--- config.mk ---
export PLATFORM = sky130hd
export DESIGN_NAME = tick_timer_arbiter
export DESIGN_NICKNAME = d
export VERILOG_FILES = /design/src/rtl/tick_timer_pkg.sv /design/src/rtl/tick_timer_arbiter_prescaler.sv /design/src/rtl/tick_timer_arbiter.sv
export SDC_FILE = /design/constraint.sdc
export NUM_CORES = 1
export LEC_CHECK = 0
export ABC_AREA = 1
export BUFFER_PORTS_ARGS = -buffer_cell sky130_fd_sc_hd__buf_2
export CORE_ASPECT_RATIO = 1.25
export CORE_MARGIN = 4
export CORE_UTILIZATION = 50
export CTS_BUF_LIST = sky130_fd_sc_hd__clkbuf_4 sky130_fd_sc_hd__clkbuf_8 sky130_fd_sc_hd__clkbuf_16
export CTS_CLUSTER_SIZE = 14
export DETAILED_ROUTE_END_ITERATION = 12
export PLACE_DENSITY = 0.72
export SLEW_MARGIN = 20
export SYNTH_ARGS = -nofsm -noshare
export SYNTH_HDL_FRONTEND = slang
export SYNTH_SLANG_ARGS = --single-unit
--- constraint.sdc ---
create_clock -name clk -period 3.7 [get_ports clk]
set_input_delay 0.555 -clock clk [delete_from_list [all_inputs] [get_ports clk]]
set_output_delay 0.555 -clock clk [all_outputs]
set_load 0.02 [all_outputs]
--- src/rtl/tick_timer_pkg.sv ---
// tick_timer_pkg: FSM state type and round-robin pick helper for tick_timer_arbiter
package tick_timer_pkg;
  typedef enum logic [1:0] {IDLE, RUN, DONE} tt_state_t;
  localparam int RR_MAX = 32;
  typedef struct packed {
    logic valid;
    int   idx;
  } rr_pick_t;
  // first set bit of req[n-1:0] searching upward from last+1, wrapping
  function automatic rr_pick_t rr_pick(input logic [RR_MAX-1:0] req, input int last, input int n);
    rr_pick_t r;
    int k;
    r = '0;
    for (int j = 1; j <= RR_MAX; j++) begin
      k = (last + j) % n;
      if (j <= n && !r.valid && req[k[4:0]]) begin
        r.valid = 1'b1;
        r.idx = k;
      end
    end
    return r;
  endfunction
endpackage

--- src/rtl/tick_timer_arbiter_prescaler.sv ---
// tick_prescaler: 0..PRESCALE-1 counter with clear/enable and a registered one-cycle wrap pulse
module tick_prescaler #(
  parameter int PRESCALE = 50_000_000
) (
  input  logic clk,
  input  logic rst,
  input  logic clr,
  input  logic en,
  output logic wrap
);
  localparam int CNT_W = $clog2(PRESCALE);
  logic [CNT_W-1:0] cnt_q, cnt_d;
  logic wrap_q, wrap_d, last;
  always_comb begin
    last = cnt_q == CNT_W'(PRESCALE - 1);
    cnt_d = clr ? '0 : !en ? cnt_q : last ? '0 : cnt_q + 1'b1;
    wrap_d = !clr && en && last;
  end
  always_ff @(posedge clk or posedge rst) begin
    if (rst) begin
      cnt_q <= '0;
      wrap_q <= 1'b0;
    end else begin
      cnt_q <= cnt_d;
      wrap_q <= wrap_d;
    end
  end
  assign wrap = wrap_q;
endmodule

--- src/rtl/tick_timer_arbiter.sv ---
// tick_timer_arbiter: round-robin sharing of one prescaled tick timer among N_REQ requesters
// TICK_TIMER_ABORT_EN: when defined, dropping the granted req during RUN aborts the delay
module tick_timer_arbiter
  import tick_timer_pkg::*;
#(
  parameter int N_REQ    = 4,
  parameter int PRESCALE = 50_000_000,
  parameter int TICK_W   = 8
) (
  input  logic                          clk,
  input  logic                          rst,
  input  logic                          ena,
  input  logic [N_REQ-1:0]              req,
  input  logic [N_REQ-1:0][TICK_W-1:0]  req_ticks,
  output logic [N_REQ-1:0]              gnt,
  output logic [N_REQ-1:0]              done,
  output logic                          tick,
  output logic                          busy
);
  localparam int IDX_W = $clog2(N_REQ);
  tt_state_t state_q, state_d;
  logic sync_ena_q;
  logic [IDX_W-1:0] rr_last_q, rr_last_d, idx_q, idx_d, pick_idx;
  logic [TICK_W-1:0] rem_q, rem_d;
  logic [N_REQ-1:0] gnt_q, gnt_d, done_q, done_d;
  logic wrap;
  rr_pick_t pick;
  tick_prescaler #(.PRESCALE(PRESCALE)) u_prescaler (
    .clk (clk),
    .rst (rst),
    .clr (state_q != RUN || !sync_ena_q),
    .en  (sync_ena_q),
    .wrap(wrap)
  );
  assign tick = wrap && state_q == RUN;
  assign busy = state_q != IDLE;
  assign gnt = gnt_q;
  assign done = done_q;
  always_comb begin
    pick = rr_pick(RR_MAX'(req), int'(rr_last_q), N_REQ);
    pick_idx = IDX_W'(pick.idx);
    state_d = state_q;
    rr_last_d = rr_last_q;
    idx_d = idx_q;
    rem_d = rem_q;
    gnt_d = gnt_q;
    done_d = '0;
    if (state_q == IDLE) begin
      if (sync_ena_q && pick.valid) begin
        state_d = RUN;
        idx_d = pick_idx;
        rr_last_d = pick_idx;
        rem_d = req_ticks[pick_idx];
        gnt_d = N_REQ'(1) << pick_idx;
      end
    end else if (state_q == RUN) begin
`ifdef TICK_TIMER_ABORT_EN
      if (!req[idx_q]) begin
        state_d = IDLE;
        gnt_d = '0;
      end else
`endif
      // a zero count spends one RUN cycle so done lands one cycle after grant
      if (rem_q == '0 || (tick && rem_q == TICK_W'(1))) begin
        state_d = DONE;
        rem_d = '0;
        done_d = gnt_q;
      end else if (tick) begin
        rem_d = rem_q - 1'b1;
      end
    end else begin
      state_d = IDLE;
      gnt_d = '0;
    end
  end
  always_ff @(posedge clk or posedge rst) begin
    if (rst) begin
      state_q <= IDLE;
      sync_ena_q <= 1'b0;
      rr_last_q <= IDX_W'(N_REQ - 1);
      idx_q <= '0;
      rem_q <= '0;
      gnt_q <= '0;
      done_q <= '0;
    end else begin
      state_q <= state_d;
      sync_ena_q <= ena;
      rr_last_q <= rr_last_d;
      idx_q <= idx_d;
      rem_q <= rem_d;
      gnt_q <= gnt_d;
      done_q <= done_d;
    end
  end
endmodule

==> results.yml, run 1 <==
yosys:
  ys_types: 36
  yosysWarnings: 0
  yosysSeqAreaShare_pct: 40.0
  yosys_register_bits: 48
  netlist_instances: 415
  synth_area_per_cell_um2: 7.25
  ys.flop_type: "dfrtp_1"
  synthesis.nets: 458
  async_reset_ff_share_pct: 100
  syn_area_um2: 3010
  synth_edf_count: 0
setup_path:
  cp-startpoint: "rr_last_q[0]$_DFFE_PP1P_"
  r2r-end: "rem_q[6]$_DFFE_PP0P_"
  worstSetupEndpointType: "flip-flop"
  ff2ff_setup_slack_ns: 1.51
  cp-endpoint: "rem_q[6]$_DFFE_PP0P_"
  critPathRequiredTime_ns: 3.89
  startpoint_type: "flip-flop"
  r2r_start: "rr_last_q[0]$_DFFE_PP1P_"
  worstSetupPathType: "reg -> reg"
  crit_arrival_ns: 2.38
  critPathMaxFanout: 12
  reg2reg_depth: 13
finish:
  final_cells: 532
  n_antenna_cell: 0
  drive_gt1_share_pct: 21.9
  mostFrequentLayoutCell: "nand2_1"
  utilization_pct: 58.5
  layout.nets: 508
  syn2layout_area_growth_pct: 13.0
  most-common-layout-cells: "nand2_1, nor2_1, buf_2, dfrtp_1, inv_1"
route:
  first_iter_violations: 121
  ant_nets: 0
  route.vias.total: 2637
  drc: 0
  totalWireLength_um: 6010
  drt-vias-per-instance: 4.96
  drtPass1Iterations: 4
  drt-wirelength-per-cell_um: 11.3
global_route:
  antenna_found_initial: 0
  grt_pass1_vias: 2629
  grt_pass1_wl_um: 10700
  overflow: 0
  grt.total_usage_pct: 17.6
  grt_max_degree: 49
floorplan:
  die_h_um: 94.8
  core_area_um2: 5820
  io_pins: 49
  initial_utilization_pct: 51.7
  die_w_um: 77.4
  dieArea_um2: 7330
  rows: 31
timing:
  drv_slew: 0
  max_freq_mhz: 457
  tightest_slew_ns: 0.807
  hold_viol: 0
  max_slew_margin_pct: 46.1
  finalCritPeriodShare_pct: 59.1
  min_period_ns: 2.19
  fin_skew_ns: 0.0117
  rsz0062_at_grt: "no"
  setup_tns_ns: 0
  finalSetupViolations: 0
placement:
  place_hpwl_um: 4670
  placed_cells: 524
  port_buffers: 48
  gp_congestion: 0.892
clock_network:
  numClockSinks: 48
  clk_path_buf_depth: 2
  post_cts_resized: 0
  cts-buffers-inserted: 5
  clk_pin_slew_ns: 0.10
  cts_setup_buffers: 0
  cts_tree: "yes"
  clk_latency_ns: 0.31
  cts_root_buf: "clkbuf_8"
  postCtsHoldBufs: 0
  htreeDepth: 2
worst_hold_path:
  hold_start: "ena"
  min_path_type: "in -> reg"
job:
  drv_cap: 0
power_and_ir_drop:
  powerDensity_nw_per_um2: 749
  power_leakage_nw: 1.75
  vdd_ir_drop_max_v: 0.000584
run_status:
  outcome: "completed"
[sequential cells by signal, summed over array words and instances (netlist names)]
signal	flops
u_prescaler.cnt_q	26
rem_q	8
done	4
gnt	4
rr_last_q	2
state_q	2
sync_ena_q	1
u_prescaler.wrap	1
[synthesized netlist by cell type, types with 2 or more instances]
library cell | n | area [µm²]
xor2_1 | 8 | 70.1
nand2_4 | 3 | 33.8
nand4_1 | 4 | 25.0
nor4_1 | 3 | 18.8
nor3b_1 | 2 | 15.0
o22ai_1 | 3 | 18.8
nor2_2 | 4 | 25.0
o21ai_1 | 3 | 15.0
a211oi_1 | 2 | 15.0
dfstp_2 | 2 | 52.6
o21a_1 | 2 | 15.0
inv_2 | 3 | 11.3
dfrtp_1 | 46 | 1150
nand2_1 | 117 | 439
o21ai_0 | 9 | 45.0
nand2_2 | 18 | 113
nor2_1 | 51 | 191
nor3_1 | 12 | 60.1
xnor2_1 | 3 | 26.3
a21oi_1 | 19 | 95.1
nand3_1 | 30 | 150
buf_2 | 4 | 20.0
ha_1 | 4 | 50.1
inv_1 | 43 | 161
a21oi_2 | 9 | 78.8
[worst min-delay path by stage]
| stage | end | slack, ns | cells past startpoint |
|---|---|---|---|
| 2_1_floorplan | u_prescaler.cnt_q[0]$_DFFE_PP0P_ | 0.43 | 1 |
| 3_3_place_gp | u_prescaler.cnt_q[0]$_DFFE_PP0P_ | 0.44 | 1 |
| 3_5_place_dp | u_prescaler.cnt_q[0]$_DFFE_PP0P_ | 0.45 | 1 |
| 4_1_cts | sync_ena_q$_DFF_PP0_ | 0.35 | 1 |
| 5_1_grt | sync_ena_q$_DFF_PP0_ | 0.35 | 1 |
| 6_report | sync_ena_q$_DFF_PP0_ | 0.35 | 1 |
[cell families (layout without fill, tap and decap cells)]
kind of cell               Yosys count  after routing  synth area share, %
and+or+nand+nor                    249            249                 37.2
buffers and inverters               53            104                 7.65
AOI/OAI and AO/OA                   50             50                 10.3
DFF                                 48             48                 40.0
xor gates and xnor gates            11             11                 3.20
adders and majority gates            4              4                 1.66
[report_power, final]
| group | total, mW | switching [mW] | internal [mW] |
|---|---|---|---|
| Sequential | 0.709 | 0.0856 | 0.624 |
| Clock | 0.384 | 0.184 | 0.200 |
| Combinational | 1.46 | 0.965 | 0.491 |
[cell type report]
cell class / instances / area, µm²
multi-input combinational: 314 / 1580
fill: 550 / 2420
clock buffer: 5 / 68.8
timing repair buffer: 49 / 248
sequential: 48 / 1200
inverter: 47 / 180
clock inverter: 3 / 42.5
tap: 66 / 82.6
[critical path, cell delays in order, from the launching register on]
cell	delay [ns]
dfstp_2	0.62
inv_4	0.09
nand2_2	0.07
nand3_1	0.08
nand2_1	0.11
nor2_1	0.07
a21boi_1	0.12
nand2_1	0.07
nor2_2	0.37
inv_2	0.19
nand2_1	0.11
nand2_1	0.05
nand2_1	0.06
a21oi_2	0.05
[routing by layer]
| metal | global-route usage (%) | up-vias | routed length [µm] |
|---|---|---|---|
| met5 | 0 | - | 0 |
| met2 | 33.8 | 68 | 2990 |
| met1 | 19.1 | 1139 | 2610 |
| met4 | 7.12 | 0 | 94 |
| li1 | - | 1420 | - |
| met3 | 3.05 | 10 | 322 |
[stage by stage]
| step | hold slack [ns] | setup WS [ns] | power, mW | area [µm²] |
|---|---|---|---|---|
| after floorplan | 0.432 | 1.80 | 2.01 | 3010 |
| after global placement | 0.445 | 1.47 | 2.17 | 3290 |
| after detailed placement | 0.451 | 1.47 | 2.19 | 3290 |
| after CTS | 0.349 | 1.51 | 2.58 | 3400 |
| after global routing | 0.346 | 1.28 | 2.83 | 3400 |
| final | 0.354 | 1.51 | 2.55 | 3400 |
No activity file was read; power rests on OpenSTA's default activity.
==> run 2, diff against run 1 <==
- ABC_AREA: 1 -> 0
- PLACE_DENSITY: 0.72 -> 0.76
- clock period: 3.7 -> 1.8 ns (I/O delays scaled with it)
==> run 2 against run 1 <==
Effect of this change: the run now ends with hold timing, setup timing left; non-clock buffer count up 58; worst setup slack got worse by 1.7 ns; worst hold slack got worse by 0.36 ns; via count shrank 5.0%; final cell count fell by 15%; global-route usage up 2.0 points; combinational power increased by 61%; critical endpoint unchanged; largest cell class unchanged; highest routed layer unchanged.
==> results.yml, run 2 <==
route:
  first_iter_violations: 159
  totalWireLength_um: 6450
  drc: 0
  met1_length_um: 2420
  drtPass1Iterations: 4
  wl_met2_um: 3420
  top_layer: "met4"
  route.vias.total: 2504
  drt-wirelength-per-cell_um: 14.2
  drt-vias-per-instance: 5.52
  ant_nets: 0
  met3_length_um: 485
yosys:
  yosysWarnings: 0
  ys.flop_type: "dfrtp_1"
  ys_types: 54
  synth_most_common_cell: "dfrtp_1"
  yosys_register_bits: 48
  netlist_instances: 284
  synthesis.nets: 327
  synth.top_cells.by_count: "dfrtp_1, nor2_1, a21oi_1"
  async_reset_ff_share_pct: 100
  yosys.area.top_type_share_pct: 42.6
  syn_area_um2: 2700
  yosysTopAreaCell: "dfrtp_1"
  synth_area_per_cell_um2: 9.52
  synthTopCellsByArea: "dfrtp_1, nor2_1, mux2i_1"
  yosysSeqAreaShare_pct: 44.5
  synth_edf_count: 0
power_and_ir_drop:
  powerDensity_nw_per_um2: 1210
  power_leakage_nw: 1.68
  vdd_ir_drop_max_v: 0.000543
  p_total_mw: 4.43
clock_network:
  cts_root_buf: "clkbuf_8"
  clk_latency_ns: 0.30
  htreeDepth: 2
  numClockSinks: 48
  cts_tree: "yes"
  clk_path_buf_depth: 2
  clk_pin_slew_ns: 0.09
  cts-buffers-inserted: 5
  postCtsHoldBufs: 0
placement:
  dp_slack_ns: -0.236
  gp_congestion: 1.01
  port_buffers: 48
  placed_cells: 431
  postPlaceCellArea_um2: 3350
  place_hpwl_um: 4640
timing:
  max_freq_mhz: 498
  drv_slew: 0
  rsz0062_at_grt: "yes"
  hold_viol: 12
  tightest_slew_ns: 0.322
  finalCritPeriodShare_pct: 112
  min_period_ns: 2.01
  setup_tns_ns: -2.03
  max_slew_margin_pct: 78.4
  fin_skew_ns: 0.00677
  fin_hold_ws_ns: -0.00986
  worst_slack_ns: -0.209
  finalSetupViolations: 16
finish:
  largest_register_ffs: 26
  final_cells: 454
  utilization_pct: 70.8
  most-common-layout-cells: "buf_4, buf_2, dfrtp_1, nor2_1, a21oi_1"
  drive_gt1_share_pct: 37.0
  syn2layout_area_growth_pct: 34.9
  mostFrequentLayoutCell: "buf_4"
  top_register: "u_prescaler.cnt_q"
  n_antenna_cell: 0
  design_area_um2: 3650
  nFillCells: 391
  layout.nets: 434
  reg.largest.list: "u_prescaler.cnt_q (26), rem_q (8)"
floorplan:
  io_pins: 49
  initial_utilization_pct: 52.5
  die_h_um: 90.2
  die_w_um: 73.8
  dieArea_um2: 6660
  rows: 29
  core_area_um2: 5150
setup_path:
  cp-startpoint: "rem_q[4]$_DFFE_PP0P_"
  r2r_start: "rem_q[4]$_DFFE_PP0P_"
  crit_buf_inv: 1
  ff2ff_setup_slack_ns: -0.21
  r2r-end: "rem_q[6]$_DFFE_PP0P_"
  cp_num_cells: 7
  worstSetupEndpointType: "flip-flop"
  cp-endpoint: "rem_q[6]$_DFFE_PP0P_"
  path_delay_family: "simple AND/OR/NAND/NOR gates"
  worstSetupPathType: "reg -> reg"
  critPathMaxFanout: 6
  reg2reg_depth: 7
  critPathRequiredTime_ns: 1.98
  crit_arrival_ns: 2.18
  startpoint_type: "flip-flop"
  cpPeakStageDelay_ns: 0.44
  worst_path_max_delay_cell: "or4_4"
  path_cells: "or3_4 -> or4_4 -> o21ai_4 -> buf_6 -> a21oi_1 -> o21ai_1 -> o211ai_1"
worst_hold_path:
  min_path_type: "in -> async"
run_status:
  violations: "hold timing, setup timing"
  outcome: "finished with violations"
global_route:
  grt_pass1_wl_um: 10600
  overflow: 0
  grt_pass1_vias: 2447
  grt.total_usage_pct: 19.6
  grt_max_degree: 49
  antenna_found_initial: 0
job:
  drv_cap: 0
-- run 2: cell types whose count changed in the layout (fill, tap and decap cells not counted), moves of 7 or more --
cell and change:
mux2i_1 +13, nand2_2 -17, nand2_1 -103, nand3_1 -19
buf_4 +50, inv_1 -32, or3_1 +7, nor2_1 -14
a21oi_2 -8
-- run 2: power by group --
group | internal (mW) | total (mW) | switching [mW] | leakage (nW)
combinational | 1.22 | 2.35 | 1.13 | 0.985
sequential | 1.27 | 1.43 | 0.153 | 0.640
clock | 0.307 | 0.656 | 0.349 | 0.0510
total | 2.80 | 4.43 | 1.63 | 1.68
-- run 2: cell families (layout without fill, tap and decap cells) --
kind of cell / after synthesis / in the layout / synth area share [%]
AOI/OAI and AO/OA: 55 / 55 / 13.2
xor gates and xnor gates: 18 / 18 / 5.83
adders and majority gates: 4 / 4 / 1.85
buffers and inverters: 19 / 127 / 3.38
DFF: 48 / 48 / 44.5
muxes: 18 / 18 / 6.89
and+or+nand+nor: 122 / 122 / 24.3
-- run 2: how the worst min path moves through the flow --
stage / slack [ns] / cells past startpoint / end / from
after floorplan: 0.30 / 0 / sync_ena_q$_DFF_PP0_ / ena
after global placement: 0.32 / 3 / done[1]$_DFF_PP0_ / rst
after global routing: 0.009 / 3 / done[1]$_DFF_PP0_ / rst
after CTS: 0.005 / 3 / done[1]$_DFF_PP0_ / rst
after detailed placement: 0.33 / 3 / done[1]$_DFF_PP0_ / rst
final: -0.01 / 3 / done[1]$_DFF_PP0_ / rst
-- run 2: what timing repair did --
| action | 4_1_cts | 5_1_grt |
|---|---|---|
| setup buffers | 8 | 7 |
| endpoints found under the setup margin | 14 | 24 |
| resized for setup | 11 | 9 |
| pin swaps | 9 | 8 |
-- run 2: area by class of cell --
| type | count | area (µm²) | area share, % |
|---|---|---|---|
| Inverter | 12 | 45.0 | 1.23 |
| Clock buffer | 6 | 82.6 | 2.26 |
| Sequential cell | 48 | 1200 | 33.0 |
| Multi-Input combinational cell | 217 | 1480 | 40.6 |
| Timing Repair Buffer | 107 | 748 | 20.5 |
| Tap cell | 62 | 77.6 | 2.13 |
| Clock inverter | 2 | 10.0 | 0.274 |
-- run 2: tightest hold or removal path, delay by kind of cell --
kind	cells	cell delay (ns)
buffers and inverters	3	0.41
-- run 2: metal layers --
metal | vias to the layer above | global-route usage, %
met5 | - | 0
met4 | 0 | 7.85
met3 | 15 | 4.46
met2 | 75 | 34.7
met1 | 1188 | 22.0
li1 | 1226 | -
